**src/rtl/fifo_pkg.sv**
```systemverilog
// Shared asynchronous-FIFO definitions used by both the write-side and the
// read-side pointer controllers.
//   DEFAULT_ADDRSIZE : default RAM address width (depth = 2**DEFAULT_ADDRSIZE)
//   ptr_t            : pointer type, DEFAULT_ADDRSIZE+1 bits (extra wrap bit)
//   bin2gray/gray2bin: pointer code conversions on ptr_t
package fifo_pkg;

  localparam int unsigned DEFAULT_ADDRSIZE = 4;

  typedef logic [DEFAULT_ADDRSIZE:0] ptr_t;

  function automatic ptr_t bin2gray(input ptr_t bin);
    return (bin >> 1) ^ bin;
  endfunction

  // Each binary bit is the XOR of all Gray bits at or above its position.
  function automatic ptr_t gray2bin(input ptr_t gray);
    ptr_t bin;
    bin = '0;
    for (int unsigned i = 0; i <= DEFAULT_ADDRSIZE; i++) begin
      bin[i] = ^(gray >> i);
    end
    return bin;
  endfunction

endpackage

```
**src/rtl/sync_r2w.sv**
```systemverilog
// Two-flop synchroniser bringing the read-domain Gray pointer into the write
// clock domain.
//   wclk     : write-domain clock
//   wrst     : synchronous active-high reset
//   rptr     : Gray read pointer, asynchronous to wclk
//   wq2_rptr : synchronised Gray read pointer (two wclk stages of latency)
module sync_r2w #(
  parameter int unsigned WIDTH = 5
) (
  input  logic             wclk,
  input  logic             wrst,
  input  logic [WIDTH-1:0] rptr,
  output logic [WIDTH-1:0] wq2_rptr
);

  logic [WIDTH-1:0] wq1_rptr;

  always_ff @(posedge wclk) begin
    if (wrst) begin
      wq1_rptr <= '0;
      wq2_rptr <= '0;
    end else begin
      wq1_rptr <= rptr;
      wq2_rptr <= wq1_rptr;
    end
  end

endmodule

```
**src/rtl/wptr_full_ctrl.sv**
```systemverilog
// Write-side pointer and status controller of the asynchronous FIFO.
//   wclk         : write-domain clock
//   wrst         : synchronous active-high reset
//   winc         : producer write request
//   rptr         : Gray read pointer from the read domain (asynchronous)
//   wen          : RAM write enable (winc & ~wfull)
//   waddr        : RAM write address (low bits of the binary write counter)
//   wptr         : registered Gray write pointer sent to the read domain
//   wfull        : registered full flag
//   walmost_full : registered flag, fill level >= AFULL_LEVEL
//   wlevel       : registered fill level 0..2**ADDRSIZE (never under-reports)
//   woverflow    : sticky flag, a write was attempted while full
//   wovf_clr     : clears woverflow (a simultaneous overflow wins)
module wptr_full_ctrl
  import fifo_pkg::*;
#(
  parameter int unsigned ADDRSIZE    = DEFAULT_ADDRSIZE,
  parameter int unsigned AFULL_LEVEL = 14
) (
  input  logic                wclk,
  input  logic                wrst,
  input  logic                winc,
  input  logic [ADDRSIZE:0]   rptr,
  output logic                wen,
  output logic [ADDRSIZE-1:0] waddr,
  output logic [ADDRSIZE:0]   wptr,
  output logic                wfull,
  output logic                walmost_full,
  output logic [ADDRSIZE:0]   wlevel,
  output logic                woverflow,
  input  logic                wovf_clr
);

  localparam int unsigned PW = ADDRSIZE + 1;

  logic [ADDRSIZE:0] wq2_rptr;
  logic [ADDRSIZE:0] wbin;
  logic [ADDRSIZE:0] wbinnext;
  logic [ADDRSIZE:0] wgraynext;
  logic [ADDRSIZE:0] rbin_s;
  logic [ADDRSIZE:0] level_next;
  logic              wfull_val;
  logic              walmost_full_val;

  sync_r2w #(
    .WIDTH (PW)
  ) u_sync_r2w (
    .wclk     (wclk),
    .wrst     (wrst),
    .rptr     (rptr),
    .wq2_rptr (wq2_rptr)
  );

  // wen is held low while reset is applied so no RAM write is issued before
  // the pointers are valid; outside reset it is exactly winc & ~wfull.
  assign wen   = winc & ~wfull & ~wrst;
  assign waddr = wbin[ADDRSIZE-1:0];

  always_comb begin
    wbinnext  = wbin + PW'(wen);
    wgraynext = (wbinnext >> 1) ^ wbinnext;
    rbin_s    = '0;
    for (int unsigned i = 0; i < PW; i++) begin
      rbin_s[i] = ^(wq2_rptr >> i);
    end
    level_next       = wbinnext - rbin_s;
    walmost_full_val = (level_next >= PW'(AFULL_LEVEL));
    // Full when the pointers match except for the two MSBs (Gray wrap bits).
    wfull_val = (wgraynext == {~wq2_rptr[ADDRSIZE:ADDRSIZE-1],
                               wq2_rptr[ADDRSIZE-2:0]});
  end

  always_ff @(posedge wclk) begin
    if (wrst) begin
      wbin         <= '0;
      wptr         <= '0;
      wfull        <= 1'b0;
      walmost_full <= 1'b0;
      wlevel       <= '0;
      woverflow    <= 1'b0;
    end else begin
      wbin         <= wbinnext;
      wptr         <= wgraynext;
      wfull        <= wfull_val;
      walmost_full <= walmost_full_val;
      wlevel       <= level_next;
      if (winc && wfull) begin
        woverflow <= 1'b1;
      end else if (wovf_clr) begin
        woverflow <= 1'b0;
      end
    end
  end

endmodule

```
**config.mk**
```make
export PLATFORM = sky130hd
export DESIGN_NAME = wptr_full_ctrl
export DESIGN_NICKNAME = d
export VERILOG_FILES = /design/src/rtl/fifo_pkg.sv /design/src/rtl/sync_r2w.sv /design/src/rtl/wptr_full_ctrl.sv
export SDC_FILE = /design/constraint.sdc
export NUM_CORES = 1
export LEC_CHECK = 0
export ABC_CLOCK_PERIOD_IN_PS = 8850
export CAP_MARGIN = 25
export CORE_MARGIN = 1.5
export CORE_UTILIZATION = 51
export CTS_CLUSTER_DIAMETER = 150
export DETAILED_ROUTE_END_ITERATION = 12
export PLACE_DENSITY = 0.82
export SYNTH_ARGS = -nofsm -noshare
export SYNTH_HDL_FRONTEND = slang
export SYNTH_SLANG_ARGS = --single-unit
```
**constraint.sdc**
```tcl
create_clock -name wclk -period 8.85 [get_ports wclk]
set_clock_uncertainty 0.1 [all_clocks]
set_input_delay 1.77 -clock wclk [delete_from_list [all_inputs] [get_ports wclk]]
set_output_delay 1.77 -clock wclk [all_outputs]
set_load 0.005 [all_outputs]
```
; Yosys cells after proc, flatten, opt, wreduce, memory -nomap -nowiden
; Cells that the tools add are included.
[word_totals]
regBits = 28
[classes]
addsub = 2
magnitude_cmp = 1
n_eq_ne = 1
muxes = 2
n_bitwise = 6
reduce_logical = 7
[ops]
columns = operator, n
row1 = $reduce_xor 5->1, 5
row2 = $add 5x1->5, 1
row3 = $eq 5x5->1, 1
row4 = $ge 5x4->1 const B, 1
row5 = $sub 5x5->5, 1
row6 = $xor 4x5->5, 1
row7 = $and 1x1->1, 2
row8 = $mux 1, 2
row9 = $not 1->1, 2
row10 = $not 2->2, 1
row11 = $reduce_bool 2->1, 1
row12 = $logic_and 1x1->1, 1

; Longest topological paths before layout
; Gate-level depths: netlist of the first run.
[depth]
word_depth = 6
ltp_mapped = 12
depth_no_buf = 11

; Hierarchy
; From an unflattened synthesis of the first run, not the netlist that was laid out.
[hier_totals]
cells_unflattened = 102
hier_area_um2 = 1089.8
[modules_own_cells]
columns = mod, n_inst, cells_each, area_per_inst_um2
row1 = wptr_full_ctrl, 1, 82, 827.0
row2 = sync_r2w, 1, 20, 262.8

; Worst setup path before layout of the first run
; Ideal clock, no wire load.
[synth_timing]
path_kind = input to register
start = input wrst
end = register wlevel[3]
setup_ns = 0.116
arrival_ns = 4.188
t_required_ns = 8.634
setup_slack_ns = 4.447
cell_stages = 10
n_path_buf = 2
cell_sequence = clkbuf_1 clkbuf_1 nor3b_1 ha_1 ha_1 xor2_1 ha_1 o21a_1 or3_1 and3b_1
[synth_between]
elab_chain_cells = 4
[synth_rtl]
columns = element, line
row1 = "start, declared", wptr_full_ctrl.sv:21  ; input logic wrst,
row2 = $not 1->1, wptr_full_ctrl.sv:56  ; assign wen = winc & ~wfull & ~wrst;
row3 = $and 1x1->1, wptr_full_ctrl.sv:56
row4 = via wen, wptr_full_ctrl.sv:24  ; output logic wen,
row5 = $add 5x1->5, wptr_full_ctrl.sv:60  ; wbinnext = wbin + PW'(wen);
row6 = via wbinnext[2], wptr_full_ctrl.sv:38  ; logic [ADDRSIZE:0] wbinnext;
row7 = $sub 5x5->5, wptr_full_ctrl.sv:66  ; level_next = wbinnext - rbin_s;
row8 = "end signal, assigned", wptr_full_ctrl.sv:86  ; wlevel <= level_next;
row9 = "end, declared", wptr_full_ctrl.sv:29  ; output logic [ADDRSIZE:0] wlevel,
; The timed path passes the listed nets, and every way through them passes these cells.
; A chain may end at the register's enable or synchronous reset.

; Final worst setup path of the first run
[layout_timing]
start = input wrst
end = output wen
[layout_between]
elab_chain_cells = 2
[layout_rtl]
columns = element, line
row1 = $not 1->1, wptr_full_ctrl.sv:56
row2 = $and 1x1->1, wptr_full_ctrl.sv:56
row3 = "end, declared", wptr_full_ctrl.sv:24
; Every way passes these cells.

==> results of run 1 <==
==> cells in the mapped netlist, drive strengths merged <==
| library cell | count |
|---|---|
| xor2 | 9 |
| mux2i | 1 |
| clkbuf | 3 |
| ha | 6 |
| o21a | 1 |
| o21ai | 2 |
| xnor2 | 8 |
| nand2b | 1 |
| dfxtp | 27 |
| a31oi | 1 |
| fa | 1 |
| nor3b | 1 |
| nor2 | 14 |
| or3 | 1 |
| a21o | 1 |
| a21oi | 4 |
| nor2b | 13 |
| a21bo | 1 |
| a21boi | 1 |
| xnor3 | 1 |
| inv | 4 |
| and2 | 2 |
| and3b | 1 |
| nand2 | 1 |
| nand3 | 4 |
| or4 | 1 |
| nor3 | 1 |
==> cell families after synthesis <==
| kind of cell | Yosys count |
|---|---|
| and+or+nand+nor | 40 |
| DFF | 27 |
| buffers and inverters | 7 |
| adders and majority gates | 7 |
| xor gates and xnor gates | 18 |
| muxes | 1 |
| AOI/OAI and AO/OA | 11 |
==> state kept, by name (all words and copies together) (netlist names) <==
signal	flops
u_sync_r2w.wq1_rptr	5
u_sync_r2w.wq2_rptr	5
wlevel	5
wptr	5
wbin	4
walmost_full	1
wfull	1
woverflow	1
==> stage by stage <==
step	setup WS (ns)	utilization [%]	hold WS, ns	power [W]
4_1_cts	3.30	70.9	0.356	0.000236
3_3_place_gp	3.34	69.6	0.319	0.000185
6_report	3.33	70.9	0.353	0.000234
3_5_place_dp	3.30	69.6	0.323	0.000186
2_1_floorplan	4.45	-	0.314	0.000165
5_1_grt	3.11	70.9	0.375	0.000248
==> layer usage <==
metal | routed length [µm] | GRT usage (%) | vias up
li1 | - | - | 410
met1 | 754 | 20.1 | 344
met2 | 875 | 29.6 | 26
met3 | 81 | 2.73 | 5
met4 | 27 | 5.56 | 0
met5 | 0 | 0 | -
==> path summary, 6_finish.rpt <==
kind,startpoint,end,slack [ns],depth (start not counted)
worst max-delay path,wrst,wen,3.33,3
worst min-delay path,u_sync_r2w.wq1_rptr[3],u_sync_r2w.wq2_rptr[3],0.35,1
worst max register to register,wfull,walmost_full,6.02,9
worst min register to register,u_sync_r2w.wq1_rptr[3],u_sync_r2w.wq2_rptr[3],0.35,1
==> layout by cell type (no fill, tap or decap) <==
cell,synthesis,layout
or3_1,1,1
a21o_1,1,1
nor2b_1,13,13
fa_1,1,1
nor3b_1,1,1
inv_1,4,4
nand3_1,4,4
o21ai_0,2,2
or4_1,1,1
nand2_1,1,1
and2_1,2,2
ha_1,6,6
a31oi_1,1,1
mux2i_1,1,1
a21boi_0,1,1
a21oi_1,4,4
a21bo_2,1,1
nor2_1,14,14
clkbuf_4,0,3
xnor3_1,1,1
nor3_1,1,1
clkbuf_1,3,1
and3b_1,1,1
nand2b_1,1,1
xor2_1,9,9
dfxtp_1,27,27
o21a_1,1,1
xnor2_1,8,8
clkdlybuf4s50_1,0,26
==> power by group through the flow <==
stage | Combinational (W) | Sequential, W | Clock [W]
3_3_place_gp | 0.0000494 | 0.000136 | 0
6_report | 0.0000501 | 0.000133 | 0.0000507
5_1_grt | 0.0000566 | 0.000134 | 0.0000577
2_1_floorplan | 0.0000282 | 0.000137 | 0
4_1_cts | 0.0000510 | 0.000133 | 0.0000517
3_5_place_dp | 0.0000504 | 0.000136 | 0
==> final cells by class <==
type	count	area, µm²	area share, %
inverters	4	15.0	1.05
flip-flops and latches	27	541	37.7
clock buffers	4	26.3	1.83
well taps	27	33.8	2.36
multi-input cells	77	557	38.9
repair buffers	26	260	18.2
==> worst register-to-register path, delay by kind of cell, from the launching register on <==
family	cells	cell delay, ns
AO/OA/AOI/OAI	3	0.43
flip-flops	1	0.34
XOR/XNOR	2	0.58
AND/OR/NAND/NOR	1	0.26
adder cells (fa/ha/maj)	3	0.97
==> flow_metrics.tcl, run 1 <==
set metrics [dict create \
    synth.mux.area_fraction_pct 0.891 \
    postCtsSetupRepairBufs 0 \
    routed_wl_um 1740 \
    swShare_pct 24.2 \
    placed_area_mm2 0.00141 \
    rows 16 \
    vias_per_cell 4.76 \
    antenna_cells 0 \
    setup.worst_path.start_class "primary input" \
    combPwrFrac_pct 21.4 \
    crit_top_cell "clkdlybuf4s50_1" \
    synth_cells 111 \
    cts-root-buf "clkbuf_4" \
    hp-class "reg -> reg" \
    gp_congestion 0.736 \
    dieArea_mm2 0.00249 \
    slew-limit-headroom_pct 42.1 \
    design.portCount 27 \
    grt_max_degree 29 \
    clock_path_buffers 2 \
    critical_path_required_ns 6.98 \
    worst_path_largest_cell_delay_ns 0.85 \
    final_cell_area_mm2 0.00143 \
    die_h_um 49.9 \
    fin_crit_ns 5.52 \
    synth_fp_nets 127 \
    n_fill_cell 162 \
    clk_latency_ns 0.32 \
    ys_warn_count 0 \
    clock.fmax_ghz 0.181 \
    synth_compound_area_share_pct 6.12 \
    clk_pin_slew_ns 0.14 \
    endpoint_kind "primary output" \
    cp_top_family "buffers and inverters" \
    grt_antenna_before_repair 0 \
    track_usage_pct 16.6 \
    power.leakage_nw 0.586 \
    max_cap_violations 0 \
    die_w_um 49.9 \
    firstDrtPassIters 4 \
    ys_ff_latch 27 \
    synth_xor_area_share_pct 15.3 \
    nets 155 \
    synth_top_family_by_area "simple AND/OR/NAND/NOR gates" \
    slowest_stage "clkdlybuf4s50_1" \
    yosysSeqAreaShare_pct 48.1 \
    drtAntennaViolNets 0 \
    avgRoutedWirePerCell_um 10.5 \
    core_mm2 0.00202 \
    dp_hpwl_um 1290 \
    synth_area_per_cell_um2 10.1 \
    path_buf_inv 2 \
    crit_fanout 28 \
    tns_ns 0 \
    rsz0062_at_grt "no" \
    cts_num_sinks 27 \
    cts_buffers 3 \
    power_frac_seq_pct 56.9 \
    slew_violations 0 \
    switchingPower_w 0.0000567 \
    dp_cells 161 \
    status "finished clean" \
    yosysUniqueCellTypes 27 \
    criticalPathCategory "in -> out" \
    fin_cells 165 \
    cts_tree "done" \
    synth_area_leaders "dfxtp_1, nor2b_1, xor2_1" \
    io_buffers 26 \
    tightest_slew_ns 0.866 \
    syn_area_mm2 0.00112 \
    cts_resized 0 \
    grt_pass1_vias 729 \
    grt_pass1_wl_um 3160 \
    vdd_drop_max_uv 108 \
    area_delta_synth_final_pct 27.5 \
    final_hold_viol_count 0 \
    grt_overflow 0 \
    finalCritPeriodShare_pct 62.3 \
    finalSetupViolations 0 \
    initial_core_util_pct 55.6 \
    synthAdderAreaFrac_pct 8.46 \
    synth.top_cell.area_share_pct 48.1 \
    htree_levels 1 \
    clkPwrFrac_pct 21.7 \
    route.vias.total 785 \
    powerDensity_mw_per_mm2 163 \
    drt_iter0_markers 10 \
    drive_gt1_share_pct 2.90 \
    drc 0 \
    cp.arrival_ns 3.65 \
    synth-simple-area-share_pct 18.8 \
    hold_buffers 0 \
    crit_chain "clkdlybuf4s50_1 -> nor3b_1 -> clkdlybuf4s50_1" \
    power.internal_w 0.000177 \
    yosysTopAreaCell "dfxtp_1" \
]
Power figures use the tool's default switching activity.
==> run 2, diff against run 1 <==
Settings changed: ABC_CLOCK_PERIOD_IN_PS 8850 to 4500, CORE_UTILIZATION 51 to 43, PLACE_DENSITY 0.82 to 0.74.
Clock period 8.85 ns to 4.5 ns, I/O delays scaled along.
==> flow_metrics.tcl, run 2 (synthesized netlist as in run 1, its figures left out) <==
set metrics [dict create \
    gp_congestion 0.815 \
    tns_ns 0 \
    dp_cells 165 \
    antenna_cells 0 \
    n_fill_cell 229 \
    grt_pass1_wl_um 3170 \
    layout_common_cells "dfxtp_1, clkdlybuf4s50_1, nor2_1, nor2b_1, xor2_1" \
    critical_path_required_ns 4.63 \
    power.leakage_nw 0.593 \
    grt_overflow 0 \
    cts_tree "done" \
    dieArea_mm2 0.00293 \
    hp-class "reg -> reg" \
    design.portCount 27 \
    utilization_pct 58.3 \
    tightest_slew_ns 0.379 \
    criticalPathCategory "in -> reg" \
    area_delta_synth_final_pct 28.6 \
    crit_chain "clkdlybuf4s50_1 -> nor3b_1 -> ha_1 -> ha_1 -> xor2_1 -> ha_1 -> a21o_1 -> a21oi_1 -> xor2_1 -> a21oi_1" \
    crit_fanout 6 \
    clk_latency_ns 0.33 \
    htree_levels 1 \
    clk_pin_slew_ns 0.14 \
    power.internal_w 0.000348 \
    drc 0 \
    worst_path_largest_cell_delay_ns 0.46 \
    path_buf_inv 1 \
    firstDrtPassIters 3 \
    final_cell_area_mm2 0.00145 \
    route.vias.total 809 \
    powerDensity_mw_per_mm2 323 \
    cts_resized 0 \
    grt_pass1_vias 756 \
    vias_per_cell 4.79 \
    placed_area_mm2 0.00142 \
    routed_wl_um 1920 \
    grt_max_degree 28 \
    crit_top_cell "ha_1" \
    nets 156 \
    die_h_um 54.1 \
    max_cap_violations 0 \
    drive_gt1_share_pct 4.32 \
    power_frac_seq_pct 56.2 \
    fin_cells 169 \
    final_common_cell "dfxtp_1" \
    postCtsSetupRepairBufs 0 \
    rsz0062_at_grt "no" \
    swShare_pct 25.4 \
    drt_iter0_markers 6 \
    status "finished clean" \
    grt_antenna_before_repair 0 \
    drtAntennaViolNets 0 \
    clock_path_buffers 2 \
    finalSetupViolations 0 \
    final_hold_viol_count 0 \
    total_power_w 0.000466 \
    setup.worst_path.start_class "primary input" \
    avgRoutedWirePerCell_um 11.4 \
    cp.arrival_ns 3.62 \
    slew_violations 0 \
    core_mm2 0.00248 \
    switchingPower_w 0.000118 \
    finalCritPeriodShare_pct 77.4 \
    cts_buffers 3 \
    cts-root-buf "clkbuf_4" \
    endpoint_kind "flip-flop" \
    hold_buffers 0 \
    slew-limit-headroom_pct 74.6 \
    track_usage_pct 15.5 \
    clkPwrFrac_pct 22.3 \
    rows 18 \
    combPwrFrac_pct 21.5 \
    slowest_stage "clkdlybuf4s50_1" \
    vdd_drop_max_uv 211 \
    fin_crit_ns 3.48 \
    cts_num_sinks 27 \
    initial_core_util_pct 45.4 \
    io_buffers 26 \
    die_w_um 54.1 \
    clock.fmax_ghz 0.287 \
    dp_hpwl_um 1490 \
    cp_top_family "adder cells" \
]
==> run 2: cell types whose count changed in the layout (fill, tap and decap cells not counted) <==
cell      delta
clkinv_2     +1
buf_4        +1
clkbuf_1     -1
==> run 2: final cells by class <==
class / instances / area, µm² / share of cell area [%]
Multi-Input combinational cell: 77 / 557 / 38.5
Sequential cell: 27 / 541 / 37.4
Timing Repair Buffer: 27 / 268 / 18.5
Tap cell: 30 / 37.5 / 2.60
Clock buffer: 3 / 22.5 / 1.56
Inverter: 4 / 15.0 / 1.04
Clock inverter: 1 / 5.00 / 0.346
==> run 2: through the flow <==
stage | hold slack, ns | setup slack [ns]
2_1_floorplan | 0.314 | 0.967
3_3_place_gp | 0.317 | 0.816
3_5_place_dp | 0.331 | 0.672
4_1_cts | 0.360 | 1.04
5_1_grt | 0.372 | 0.887
6_report | 0.357 | 1.02
==> run 2: path summary, 6_finish.rpt <==
kind                                 end  slack, ns                    from  cells after the start
hold / removal    u_sync_r2w.wq2_rptr[2]       0.36  u_sync_r2w.wq1_rptr[2]                      1
setup reg to reg            walmost_full       1.69                   wfull                      9
hold reg to reg   u_sync_r2w.wq2_rptr[2]       0.36  u_sync_r2w.wq1_rptr[2]                      1
setup / recovery            walmost_full       1.02                    winc                     10
==> run 2: per-layer routing <==
layer,share of wire (%),global-route usage (%),wire (µm),up-vias
met5,0,0,0,-
met4,1.7,7.50,32,0
met3,5.1,3.06,99,2
met2,49,26.8,951,22
met1,44,18.1,840,369
li1,-,-,-,416
==> run 2: power by group through the flow <==
stage / sequential, W / combinational [W] / clock (W)
global placement: 0.000267 / 0.0000986 / 0
global route: 0.000264 / 0.000113 / 0.000115
detailed placement: 0.000268 / 0.000101 / 0
finish: 0.000262 / 0.000100 / 0.000104
floorplan: 0.000269 / 0.0000555 / 0
CTS: 0.000262 / 0.000102 / 0.000109
